File: config.mk
export PLATFORM = sky130hd
export DESIGN_NAME = bcd_countdown_timer
export DESIGN_NICKNAME = d
export VERILOG_FILES = /design/src/rtl/bcd_countdown_timer.sv
export SDC_FILE = /design/constraint.sdc
export NUM_CORES = 1
export LEC_CHECK = 0
export BUFFER_PORTS_ARGS = -buffer_cell sky130_fd_sc_hd__buf_2
export CAP_MARGIN = 40
export CORE_MARGIN = 5
export CORE_UTILIZATION = 40
export DETAILED_ROUTE_END_ITERATION = 6
export GPL_TIMING_DRIVEN = 0
export MAX_ROUTING_LAYER = met4
export SLEW_MARGIN = 10
export SYNTH_ARGS = -nofsm -noshare
export SYNTH_HDL_FRONTEND = slang
export SYNTH_SLANG_ARGS = --single-unit
File: constraint.sdc
create_clock -name clk -period 2.15 [get_ports clk]
set_input_delay 0.43 -clock clk [delete_from_list [all_inputs] [get_ports clk]]
set_output_delay 0.43 -clock clk [all_outputs]
set_load 0.01 [all_outputs]
File: src/rtl/bcd_countdown_timer.sv
// Three-digit BCD countdown timer (000-999) for one service mode. A valid preset loads and
// starts the count, which decrements once per TICK_DIV cycles and pulses done at 000.
module bcd_countdown_timer #(
  parameter int unsigned TICK_DIV = 50_000_000,
  parameter int unsigned PW       = 26
) (
  input  logic        clk,
  input  logic        rst_n,
  input  logic        start,
  input  logic        hold,
  input  logic        abort,
  input  logic [11:0] load_val,
  output logic [11:0] bcd,
  output logic        active,
  output logic        done,
  output logic        err
);

  typedef enum logic [1:0] {StIdle, StRun, StHold, StDone} state_e;

  localparam logic [PW-1:0] PrescLast = PW'(TICK_DIV - 1);

  state_e        state_q;
  logic [PW-1:0] presc_q;
  logic [11:0]   bcd_q;
  logic          active_q;
  logic          done_q;
  logic          err_q;

  // Every nibble must be a decimal digit and a zero preset would never count.
  function automatic logic bcd_ok(input logic [11:0] v);
    return (v[3:0] <= 4'd9) && (v[7:4] <= 4'd9) && (v[11:8] <= 4'd9) && (v != 12'h000);
  endfunction

  // Digit-wise decrement with borrow; callers never pass 000.
  function automatic logic [11:0] bcd_dec(input logic [11:0] v);
    logic [11:0] r;
    r = v;
    if (v[3:0] != 4'd0) begin
      r[3:0] = v[3:0] - 4'd1;
    end else begin
      r[3:0] = 4'd9;
      if (v[7:4] != 4'd0) begin
        r[7:4] = v[7:4] - 4'd1;
      end else begin
        r[7:4]  = 4'd9;
        r[11:8] = v[11:8] - 4'd1;
      end
    end
    return r;
  endfunction

  logic        load_valid;
  logic        tick;
  logic        last_count;
  logic [11:0] bcd_next;

  assign load_valid = bcd_ok(load_val);
  assign tick       = (presc_q == PrescLast);
  assign last_count = (bcd_q == 12'h001) || (bcd_q == 12'h000);
  assign bcd_next   = bcd_dec(bcd_q);

  always_ff @(posedge clk) begin
    if (!rst_n) begin
      state_q  <= StIdle;
      presc_q  <= '0;
      bcd_q    <= 12'h000;
      active_q <= 1'b0;
      done_q   <= 1'b0;
      err_q    <= 1'b0;
    end else begin
      done_q <= 1'b0;
      err_q  <= 1'b0;
      unique case (state_q)
        StIdle: begin
          if (abort) begin
            bcd_q   <= 12'h000;
            presc_q <= '0;
          end else if (start) begin
            if (load_valid) begin
              bcd_q    <= load_val;
              presc_q  <= '0;
              active_q <= 1'b1;
              state_q  <= StRun;
            end else begin
              err_q <= 1'b1;
            end
          end
        end
        // A HOLD cycle with hold released counts like a RUN cycle, so no prescale step is lost.
        StRun, StHold: begin
          if (abort) begin
            bcd_q    <= 12'h000;
            presc_q  <= '0;
            active_q <= 1'b0;
            state_q  <= StIdle;
          end else if (hold) begin
            state_q <= StHold;
          end else begin
            state_q <= StRun;
            if (tick) begin
              presc_q <= '0;
              if (last_count) begin
                bcd_q    <= 12'h000;
                active_q <= 1'b0;
                done_q   <= 1'b1;
                state_q  <= StDone;
              end else begin
                bcd_q <= bcd_next;
              end
            end else begin
              presc_q <= presc_q + PW'(1);
            end
          end
        end
        StDone: begin
          state_q <= StIdle;
        end
        default: begin
          state_q <= StIdle;
        end
      endcase
    end
  end

  assign bcd    = bcd_q;
  assign active = active_q;
  assign done   = done_q;
  assign err    = err_q;

endmodule

==> results_dict.tcl <==
set metrics [dict create \
    post-route-drc-count 0 \
    synth_seq_area_share 0.3443 \
    die_w_um 89.06 \
    clk_latency_ns 0.30 \
    maxSlewHeadroom 0.6083 \
    num_vias 2353 \
    slew_violations 0 \
    worstPathRequired_ns 2.39 \
    drtAntennaViolNets 0 \
    use_met3 0.04885 \
    synth_nets 318 \
    r2r-end "presc_q[6]" \
    start_util 0.4173 \
    rsz0062_at_grt "yes" \
    routabilityCongestion 0.9021 \
    clock-sinks 43 \
    synthCells 293 \
    avgSynthCellArea_sq_um 8.532 \
    swShare 0.3442 \
    crit_path_end_kind "flop" \
    maxCapViolations 0 \
    period_minus_slack_ns 2.122 \
    grt_first_pass_wirelength_mm 10.66 \
    hold_buffers 0 \
    grt_pass1_vias 2265 \
    regToRegSetupSlack_ns 0.03 \
    placementRows 28 \
    tightest_slew_ns 0.5876 \
    die_y_um 89.06 \
    htreeDepth 2 \
    netSwitchingPower_uw 737.2 \
    crit_type "flop to flop" \
    clk_pin_slew_ns 0.09 \
    postPlaceCellArea_sq_mm 0.002744 \
    grt.overflow.total 0 \
    p_int_mw 1.404 \
    clock.fmax_mhz 471.3 \
    drive_gt1_frac 0.2669 \
    clockBufferDepth 2 \
    numPortBuffers 30 \
    fin_tns_setup_ns 0 \
    dieArea_sq_mm 0.007931 \
    drt_wl_total_mm 6.389 \
    grt.busiest_layer "met2" \
    met1_usage 0.2125 \
    leakage_nw 1.085 \
    yosys_warnings 0 \
    ios 32 \
    pwr-share-clk 0.238 \
    r2r_start "state_q[1]" \
    fin_crit_sh 0.9870 \
    grt_start_max_net_pins 13 \
    outcome "finished, final reports clean" \
    power_density_mw_per_mm2 704.3 \
    final_area_sq_mm 0.003040 \
    syn_area_sq_mm 0.002500 \
    hold_path_class "input port to flop" \
    ys_seq_elements 43 \
    min_from "start" \
    use_met2 0.2807 \
    cts-root-buf "clkbuf_8" \
    wl_per_cell_um 15.36 \
    cts_tree "done" \
    r2r_cells 10 \
    drtIter0Drc 145 \
    cp_max_fo 5 \
    power_frac_comb 0.339 \
    final_nets 365 \
    min_to "err" \
    max-vdd-ir-drop_uv 376.5 \
    core_area_sq_mm 0.005991 \
    antenna_found_initial 0 \
    vias_per_cell 5.656 \
    synth_edf_count 0 \
    grt.total_usage 0.1765 \
    fill_cells 582 \
    ys_types 58 \
    crit_path_start_kind "flop" \
    n_antenna_cell 0 \
    cts_buffers 5 \
    area_growth_pct 21.62 \
    crit_arrival_ns 2.36 \
    timing.final.hold_violations 0 \
    min_path_cells 3 \
    pwr-share-seq 0.423 \
    clock_skew_ns 0.01316 \
    setup_viol 0 \
    ys.flop_type "dfxtp_1" \
    ys_async_sr_fraction 0 \
    dp_hpwl_mm 4.549 \
    firstDrtPassIters 4 \
]
[worst max-delay path, stage by stage (launching register included)]
cell and delay (ns):
dfxtp_2 0.33, inv_2 0.05, ha_2 0.26, buf_6 0.12, nor2b_4 0.14, a21oi_4 0.22
and3b_1 0.20, buf_6 0.14, nand2_2 0.07, or4_1 0.41, a21oi_1 0.13
[worst max path at each step]
stage                    start          to  slack (ns)  cells after the start
finish              state_q[1]  presc_q[6]        0.03                     10
global placement        bcd[4]      active       -0.15                      9
detailed placement      bcd[4]      active       -0.16                      9
global route        state_q[0]  presc_q[6]       -0.09                     10
CTS                 state_q[1]  presc_q[6]       0.007                     10
floorplan           state_q[0]  presc_q[6]        0.08                     10
[power groups by stage]
stage / Combinational (mW) / Clock (mW) / Sequential, mW
global route: 0.800 / 0.564 / 0.912
detailed placement: 0.594 / 0 / 0.918
global placement: 0.590 / 0 / 0.917
finish: 0.727 / 0.509 / 0.905
CTS: 0.656 / 0.530 / 0.901
floorplan: 0.411 / 0 / 0.926
[metal layers]
layer	wire, um	vias to the layer above
li1	-	1170
met1	2933	1099
met2	2970	65
met3	297	19
met4	188	0
met5	0	-
[through the flow]
stage | util | hold slack, ns | instances | setup WS [ns] | total power [mW]
after detailed placement | 0.4580 | 0.4886 | 398 | -0.1586 | 1.512
after global routing | 0.5075 | 0.4374 | 416 | -0.09128 | 2.276
after floorplan | - | 0.4644 | 293 | 0.08479 | 1.336
after global placement | 0.4580 | 0.4881 | 398 | -0.1464 | 1.508
after CTS | 0.4858 | 0.4094 | 411 | 0.006961 | 2.087
final | 0.5075 | 0.4190 | 416 | 0.02801 | 2.141
[kinds of logic (layout without fill, tap and decap cells)]
family | count (synthesis) | count (layout) | synth area share
buffers and inverters | 27 | 75 | 0.05505
multiplexers | 2 | 2 | 0.008008
AND/OR/NAND/NOR | 139 | 139 | 0.3103
adder cells (fa/ha/maj) | 8 | 8 | 0.04004
XOR/XNOR | 25 | 25 | 0.08759
flip-flops | 43 | 43 | 0.3443
AO/OA/AOI/OAI | 49 | 49 | 0.1547
[timing repair]
action | 4_1_cts | 5_1_grt
pin swaps | 2 | 9
resized for setup | 10 | 20
setup endpoints to repair | 15 | 34
setup buffers | 5 | 5
[final cells by class]
| class | instances | area (sq um) | area share |
|---|---|---|---|
| multi-input combinational | 223 | 1629 | 0.5358 |
| sequential | 43 | 863.3 | 0.2840 |
| timing repair buffer | 40 | 225.2 | 0.07407 |
| tap | 75 | 93.84 | 0.03086 |
| buffer | 10 | 83.83 | 0.02757 |
| clock buffer | 7 | 76.32 | 0.02510 |
| inverter | 17 | 63.81 | 0.02099 |
| clock inverter | 1 | 5.005 | 0.001646 |
[Yosys cell counts, types with 3 or more instances]
cell type / count / area [sq um]
nor4_1: 10 / 62.56
a21oi_1: 7 / 35.03
and4_1: 5 / 43.79
xnor2_1: 20 / 175.2
o31ai_1: 6 / 45.04
nand2_1: 19 / 71.32
nor2_1: 41 / 153.9
xor2_1: 5 / 43.79
buf_6: 4 / 45.04
clkbuf_1: 3 / 11.26
nand3_1: 14 / 70.07
dfxtp_1: 43 / 860.8
a211oi_1: 5 / 37.54
inv_1: 17 / 63.81
ha_1: 8 / 100.1
nand4_1: 9 / 56.30
o21ai_0: 8 / 40.04
a221oi_1: 4 / 35.03
nor3_1: 12 / 60.06
nor4b_1: 5 / 43.79
[cell usage in the layout (no fill, tap or decap), types with 6 or more instances in the layout]
cell	instances
nor2_1	41
dfxtp_1	41
buf_2	31
xnor2_1	20
nand2_1	19
nand3_1	14
inv_1	13
buf_4	11
nor3_1	11
nand4_1	9
o21ai_0	8
a21oi_1	7
nor4_1	6
o31ai_1	6
[state kept, by name, summed over array words and instances, names as in the netlist]
register,count
bcd,12
done,1
active,1
err,1
state_q,2
presc_q,26
(Power assumes the default switching activity.)
